$ cat config.mk
export PLATFORM = sky130hd
export DESIGN_NAME = inst_fetch_queue
export DESIGN_NICKNAME = d
export VERILOG_FILES = /design/src/rtl/inst_fetch_queue.sv
export SDC_FILE = /design/constraint.sdc
export NUM_CORES = 1
export LEC_CHECK = 0
export ABC_CLOCK_PERIOD_IN_PS = 21700
export CAP_MARGIN = 0
export CORE_MARGIN = 1
export CORE_UTILIZATION = 38
export CTS_BUF_LIST = sky130_fd_sc_hd__clkbuf_4 sky130_fd_sc_hd__clkbuf_8
export CTS_CLUSTER_SIZE = 16
export DETAILED_ROUTE_END_ITERATION = 8
export GPL_ROUTABILITY_DRIVEN = 1
export MAX_ROUTING_LAYER = met4
export PLACE_DENSITY = 0.59
export SYNTH_ARGS = -nofsm -noshare
export SYNTH_HDL_FRONTEND = slang
export SYNTH_SLANG_ARGS = --single-unit
$ cat constraint.sdc
create_clock -name ctrl_clk -period 21.7 [get_ports ctrl_clk]
set_input_delay 4.34 -clock ctrl_clk [delete_from_list [all_inputs] [get_ports ctrl_clk]]
set_output_delay 4.34 -clock ctrl_clk [all_outputs]
set_load 0.005 [all_outputs]
$ cat src/rtl/inst_fetch_queue.sv
// inst_fetch_queue: fetch stage holding a DEPTH-entry {pc, inst} queue
// between the i-cache and the decoder. It owns the fetch PC, prefetches
// sequential words while the decoder stalls, and flushes everything on a
// jump redirect.
// Optional feature macro: FETCH_QUEUE_BYPASS_EN. When defined, a word
// arriving while the queue is empty is presented downstream in the same
// cycle.
module inst_fetch_queue #(
    parameter int          DEPTH    = 4,
    parameter logic [31:0] RESET_PC = 32'h0000_0000
) (
    input  logic                     ctrl_clk,
    input  logic                     ctrl_rst,
    output logic [31:0]              icache_addr,
    output logic                     icache_req,
    input  logic [31:0]              icache_data,
    input  logic                     icache_rdy,
    input  logic                     redirect_valid,
    input  logic [31:0]              redirect_pc,
    output logic                     deq_valid,
    input  logic                     deq_ready,
    output logic [31:0]              inst,
    output logic [31:0]              pc,
    output logic [$clog2(DEPTH):0]   count,
    output logic                     ctrl_fetcher_stall
);

    localparam int AW = $clog2(DEPTH);
    localparam int CW = AW + 1;

    // Architectural state
    logic [31:0]   r_fetch_pc;
    logic [31:0]   r_mem_pc   [DEPTH];
    logic [31:0]   r_mem_inst [DEPTH];
    logic [AW-1:0] r_rd_ptr;
    logic [AW-1:0] r_wr_ptr;
    logic [CW-1:0] r_count;
    // Last value shown downstream, held while the queue is empty
    logic [31:0]   r_last_pc;
    logic [31:0]   r_last_inst;

    logic          w_empty;
    logic          w_full;
    logic          w_push;
    logic          w_bypass;
    logic          w_pop;
    logic          w_write;
    logic          w_mem_pop;
    logic [31:0]   w_out_pc;
    logic [31:0]   w_out_inst;

    // Handshake decode: request, push/pop qualification and head selection
    always_comb begin
        w_empty    = (r_count == '0);
        w_full     = (r_count == CW'(DEPTH));
        icache_req = !ctrl_rst && !redirect_valid && !w_full;
        w_push     = icache_req && icache_rdy;
`ifdef FETCH_QUEUE_BYPASS_EN
        w_bypass   = w_empty && w_push;
`else
        w_bypass   = 1'b0;
`endif
        deq_valid  = !w_empty || w_bypass;
        w_pop      = deq_valid && deq_ready;
        // A bypassed word that is consumed immediately never enters storage
        w_write    = w_push && !(w_bypass && deq_ready);
        // Only pops of a stored entry move the read pointer
        w_mem_pop  = w_pop && !w_empty;
        if (w_bypass) begin
            w_out_pc   = r_fetch_pc;
            w_out_inst = icache_data;
        end else begin
            w_out_pc   = r_mem_pc[r_rd_ptr];
            w_out_inst = r_mem_inst[r_rd_ptr];
        end
        pc                 = deq_valid ? w_out_pc   : r_last_pc;
        inst               = deq_valid ? w_out_inst : r_last_inst;
        icache_addr        = r_fetch_pc;
        count              = r_count;
        ctrl_fetcher_stall = !deq_valid;
    end

    // Fetch PC, pointers and occupancy; redirect overrides all other updates
    always_ff @(posedge ctrl_clk or posedge ctrl_rst) begin
        if (ctrl_rst) begin
            r_fetch_pc <= RESET_PC;
            r_rd_ptr   <= '0;
            r_wr_ptr   <= '0;
            r_count    <= '0;
        end else if (redirect_valid) begin
            r_fetch_pc <= {redirect_pc[31:2], 2'b00};
            r_rd_ptr   <= '0;
            r_wr_ptr   <= '0;
            r_count    <= '0;
        end else begin
            if (w_push) begin
                r_fetch_pc <= r_fetch_pc + 32'd4;
            end
            if (w_write) begin
                r_wr_ptr <= r_wr_ptr + 1'b1;
            end
            if (w_mem_pop) begin
                r_rd_ptr <= r_rd_ptr + 1'b1;
            end
            case ({w_write, w_mem_pop})
                2'b10:   r_count <= r_count + 1'b1;
                2'b01:   r_count <= r_count - 1'b1;
                default: r_count <= r_count;
            endcase
        end
    end

    // Storage entries, each cleared on reset and written at the write pointer
    generate
        for (genvar gi = 0; gi < DEPTH; gi++) begin : g_entry
            always_ff @(posedge ctrl_clk or posedge ctrl_rst) begin
                if (ctrl_rst) begin
                    r_mem_pc[gi]   <= '0;
                    r_mem_inst[gi] <= '0;
                end else if (!redirect_valid && w_write && (r_wr_ptr == AW'(gi))) begin
                    r_mem_pc[gi]   <= r_fetch_pc;
                    r_mem_inst[gi] <= icache_data;
                end
            end
        end
    endgenerate

    // Capture whatever is presented so the head outputs hold when empty
    always_ff @(posedge ctrl_clk or posedge ctrl_rst) begin
        if (ctrl_rst) begin
            r_last_pc   <= '0;
            r_last_inst <= '0;
        end else if (deq_valid) begin
            r_last_pc   <= w_out_pc;
            r_last_inst <= w_out_inst;
        end
    end

endmodule
==> impl_metrics.yaml <==
setup_path:
  setup.reg_to_reg.worst_slack_ns: 18.71
  critical_path_peak_fanout: 3
  timing.critical_path.arrival_ns: 5.61
  setup_crit_path_kind: "in2out"
  critical_path_destination: "icache_req"
  required_ns: 17.36
  timing.rr.end: "r_mem_inst[11]"
  crit_path_end_kind: "output pin"
  worstReg2RegStart: "count[0]"
  cp-start-kind: "primary input"
  timing.reg2reg.worst_path_depth: 6
  worst_setup_startpoint: "ctrl_rst"
pwr:
  pwr-share-seq_pct: 38.6
  intPower_mw: 1.756
  swShare_pct: 31.23
  power_frac_clock_pct: 24.8
  vdd.ir_drop.worst_mv: 0.06414
  finalPower_mw: 2.554
  comb_power_share_pct: 36.6
  total_switching_power_mw: 0.7975
  p_leak_nw: 8.545
  power_density_mw_per_mm2: 136.9
logic_synthesis:
  post-synth-top-area-cell: "dfrtp_1"
  synth.most_common_cell: "dfrtp_1"
  adder_and_majority_cell_fraction_of_the_synthesized_area_pct: 0.5420
  synth_seq_area_share_pct: 57.32
  main_combinational_cell_family_by_area_after_synthesis: "multiplexers"
  compound_cell_area_share_of_the_yosys_netlist_pct: 3.112
  netlist_top_cells_count: "349 x dfrtp_1, 242 x nand2_1, 228 x mux2_2"
  synth_top_flop_cell: "dfrtp_1"
  syn_inst: 1156
  synth-edff-count: 0
  synth.distinct_cells: 56
  ys_seq_elements: 349
  netlist_top_cells_area: "dfrtp_1 57%, mux2_2 17%, mux4_2 9.2%, nand2_1 6.0%, o21ai_0 1.2%"
  syn_avg_cell_area_um2: 13.18
  ys_async_sr_fraction_pct: 100.0
  warnings_from_yosys: 0
  synthMuxAreaShare_pct: 26.41
  netlist_area_mm2: 0.01524
  yosys.area_share.simple_pct: 9.690
  synth_xor_xnor_area_share_pct: 0.4024
  synthDominantCellAreaShare_pct: 57.32
sta:
  maxSlewHeadroom_pct: 28.78
  crit_share_post_route_pct: 45.84
  final_period_minus_worst_setup_slack_ns: 9.948
  timing_hold_violations_final: 0
  final-setup-viol-count: 0
  timing_max_transition_violations_final: 0
  finalSetupTns_ns: 0
  hold_ws_ns: 0.4602
  fin_skew_ns: 0.02506
  grt_setup_unrepaired: "no"
  worstMarginPinSlew_ns: 1.068
  achievable-frequency_mhz: 100.5
routing:
  dr.first_iter.drc_count: 451
  routedWlPerCell_um: 19.55
  drt.antenna.violating_nets: 0
  post_drt_via_cell_ratio: 5.187
  drc_errors: 0
  drt_total_wl_mm: 36.75
  via_count: 9751
  first_pass_iters: 5
floorplanning:
  die_y_um: 202.2
  initial_cell_density_of_the_core_pct: 38.97
  floorplan.die_area_mm2: 0.04090
  die_width_um: 202.2
  boundaryPins: 171
  core_area_mm2: 0.03910
  placementRows: 72
cells_and_area:
  post_route_cells_drive_above_1_share_pct: 31.35
  antennaDiodeCount: 0
  layout.nets: 1393
  final_util_pct: 47.71
  post-route-cell-area_mm2: 0.01865
  layout-area-overhead-vs-synth_pct: 22.42
global_route:
  overflow: 0
  gr-usage-all-layers_pct: 19.27
  grt_first_pass_wirelength_mm: 59.64
  number_of_global_route_vias_before_repair: 10112
  number_of_antenna_violations_at_the_first_check_in_global_routing: 0
  maximum_number_of_pins_on_one_net_before_global_route_repair: 126
placement:
  io_buffer_count: 166
  placement.cell_area_mm2: 0.01736
  place.gp.congestion: 0.7371
  hpwlAfterDp_mm: 21.92
clock_network:
  cts.path.max_buffers: 3
  h-tree-depth: 2
  cts_tree: "done"
  source_to_sink_clock_delay_at_the_later_pin_of_the_worst_skew_pair_ns: 0.63
  buffer_count_from_post_cts_setup_fixing: 0
  ctsHoldBuffers: 0
  root_buffer: "clkbuf_8"
  postCtsResizedCells: 0
  clkSinkCount: 349
  cts_inserted_buffers: 60
  cts.reportedPaths.clkPinSlew_ns: 0.06
outcome:
  run_status: "finished clean"
min_path:
  worst_hold_path_type: "reg2reg"
  holdCritStartpoint: "r_last_pc[23]"
run:
  cap_violations: 0
## cells in the final DEF (no fill, tap or decap), types with 3 or more instances in the layout
master	n
a221o_1	5
a22oi_1	3
and2_1	3
and3_1	5
and4_1	3
buf_4	14
clkbuf_4	23
clkbuf_8	75
clkdlybuf4s50_1	165
clkinv_2	6
dfrtp_1	347
ha_1	5
inv_1	8
mux2_2	228
mux2i_1	6
mux4_2	62
nand2_1	238
nand2_4	4
nand2b_1	3
nand3_1	16
nand3b_1	3
nand4_1	6
nor2_1	17
nor2b_1	4
nor3_1	11
nor3b_1	3
o211ai_1	3
o21ai_0	36
o311ai_0	5
o31ai_1	5
or3_1	4
xnor2_1	3
xor2_1	4
## how the worst min path moves through the flow
stage / end / slack [ns] / depth (start not counted)
CTS: r_last_pc[26] / 0.47 / 2
finish: r_last_pc[23] / 0.46 / 2
global route: r_last_inst[23] / 0.48 / 2
global placement: r_last_inst[22] / 0.45 / 2
detailed placement: r_last_pc[26] / 0.45 / 2
floorplan: r_mem_pc[70] / 0.44 / 2
## layout make-up
cell class	instances	area [um2]
Clock inverter	8	90.09
Clock buffer	98	1205
Sequential cell	349	8741
Timing Repair Buffer	180	1762
Fill cell	3569	20450
Multi-Input combinational cell	717	6161
Tap cell	518	648.1
Inverter	10	45.04
## kinds of logic (layout without fill, tap and decap cells)
logic type / after synthesis / after routing
compound gates: 72 / 72
other cells: 1 / 2
buf+inv: 91 / 296
fa+ha+maj: 6 / 6
xor+xnor: 7 / 7
simple gates: 334 / 334
mux: 296 / 296
flops: 349 / 349
## critical path: stages
cell and delay (ns):
clkdlybuf4s50_1 0.52, nor3_1 0.22, clkdlybuf4s50_1 0.53
## routing by layer
layer	GRT usage, %	up-vias	part of all wire (%)
met3	3.209	55	4.4
li1	-	4434	-
met4	5.156	0	1.7
met5	-	-	0
met1	27.29	5031	48
met2	28.72	231	46
## registers in the layout (all words and copies together), names as in the netlist
register,count
r_mem_pc,120
r_wr_ptr,2
icache_addr,30
r_mem_inst,128
r_last_inst,32
count,3
r_last_pc,32
r_rd_ptr,2
## power groups by stage
stage	clock (mW)	sequential [mW]	combinational, mW
after global routing	0.683	1.01	1.03
after CTS	0.652	0.988	0.953
final	0.633	0.987	0.934
after detailed placement	0	0.998	0.951
after floorplan	0	0.941	0.543
after global placement	0	0.990	0.938
## per-stage QoR
stage / instances / setup WS (ns)
floorplan: 1157 / 7.682
global placement: 1774 / 11.75
detailed placement: 1774 / 11.75
CTS: 1880 / 11.74
global route: 1880 / 11.72
finish: 1880 / 11.75
Power figures use the tool's default switching activity.
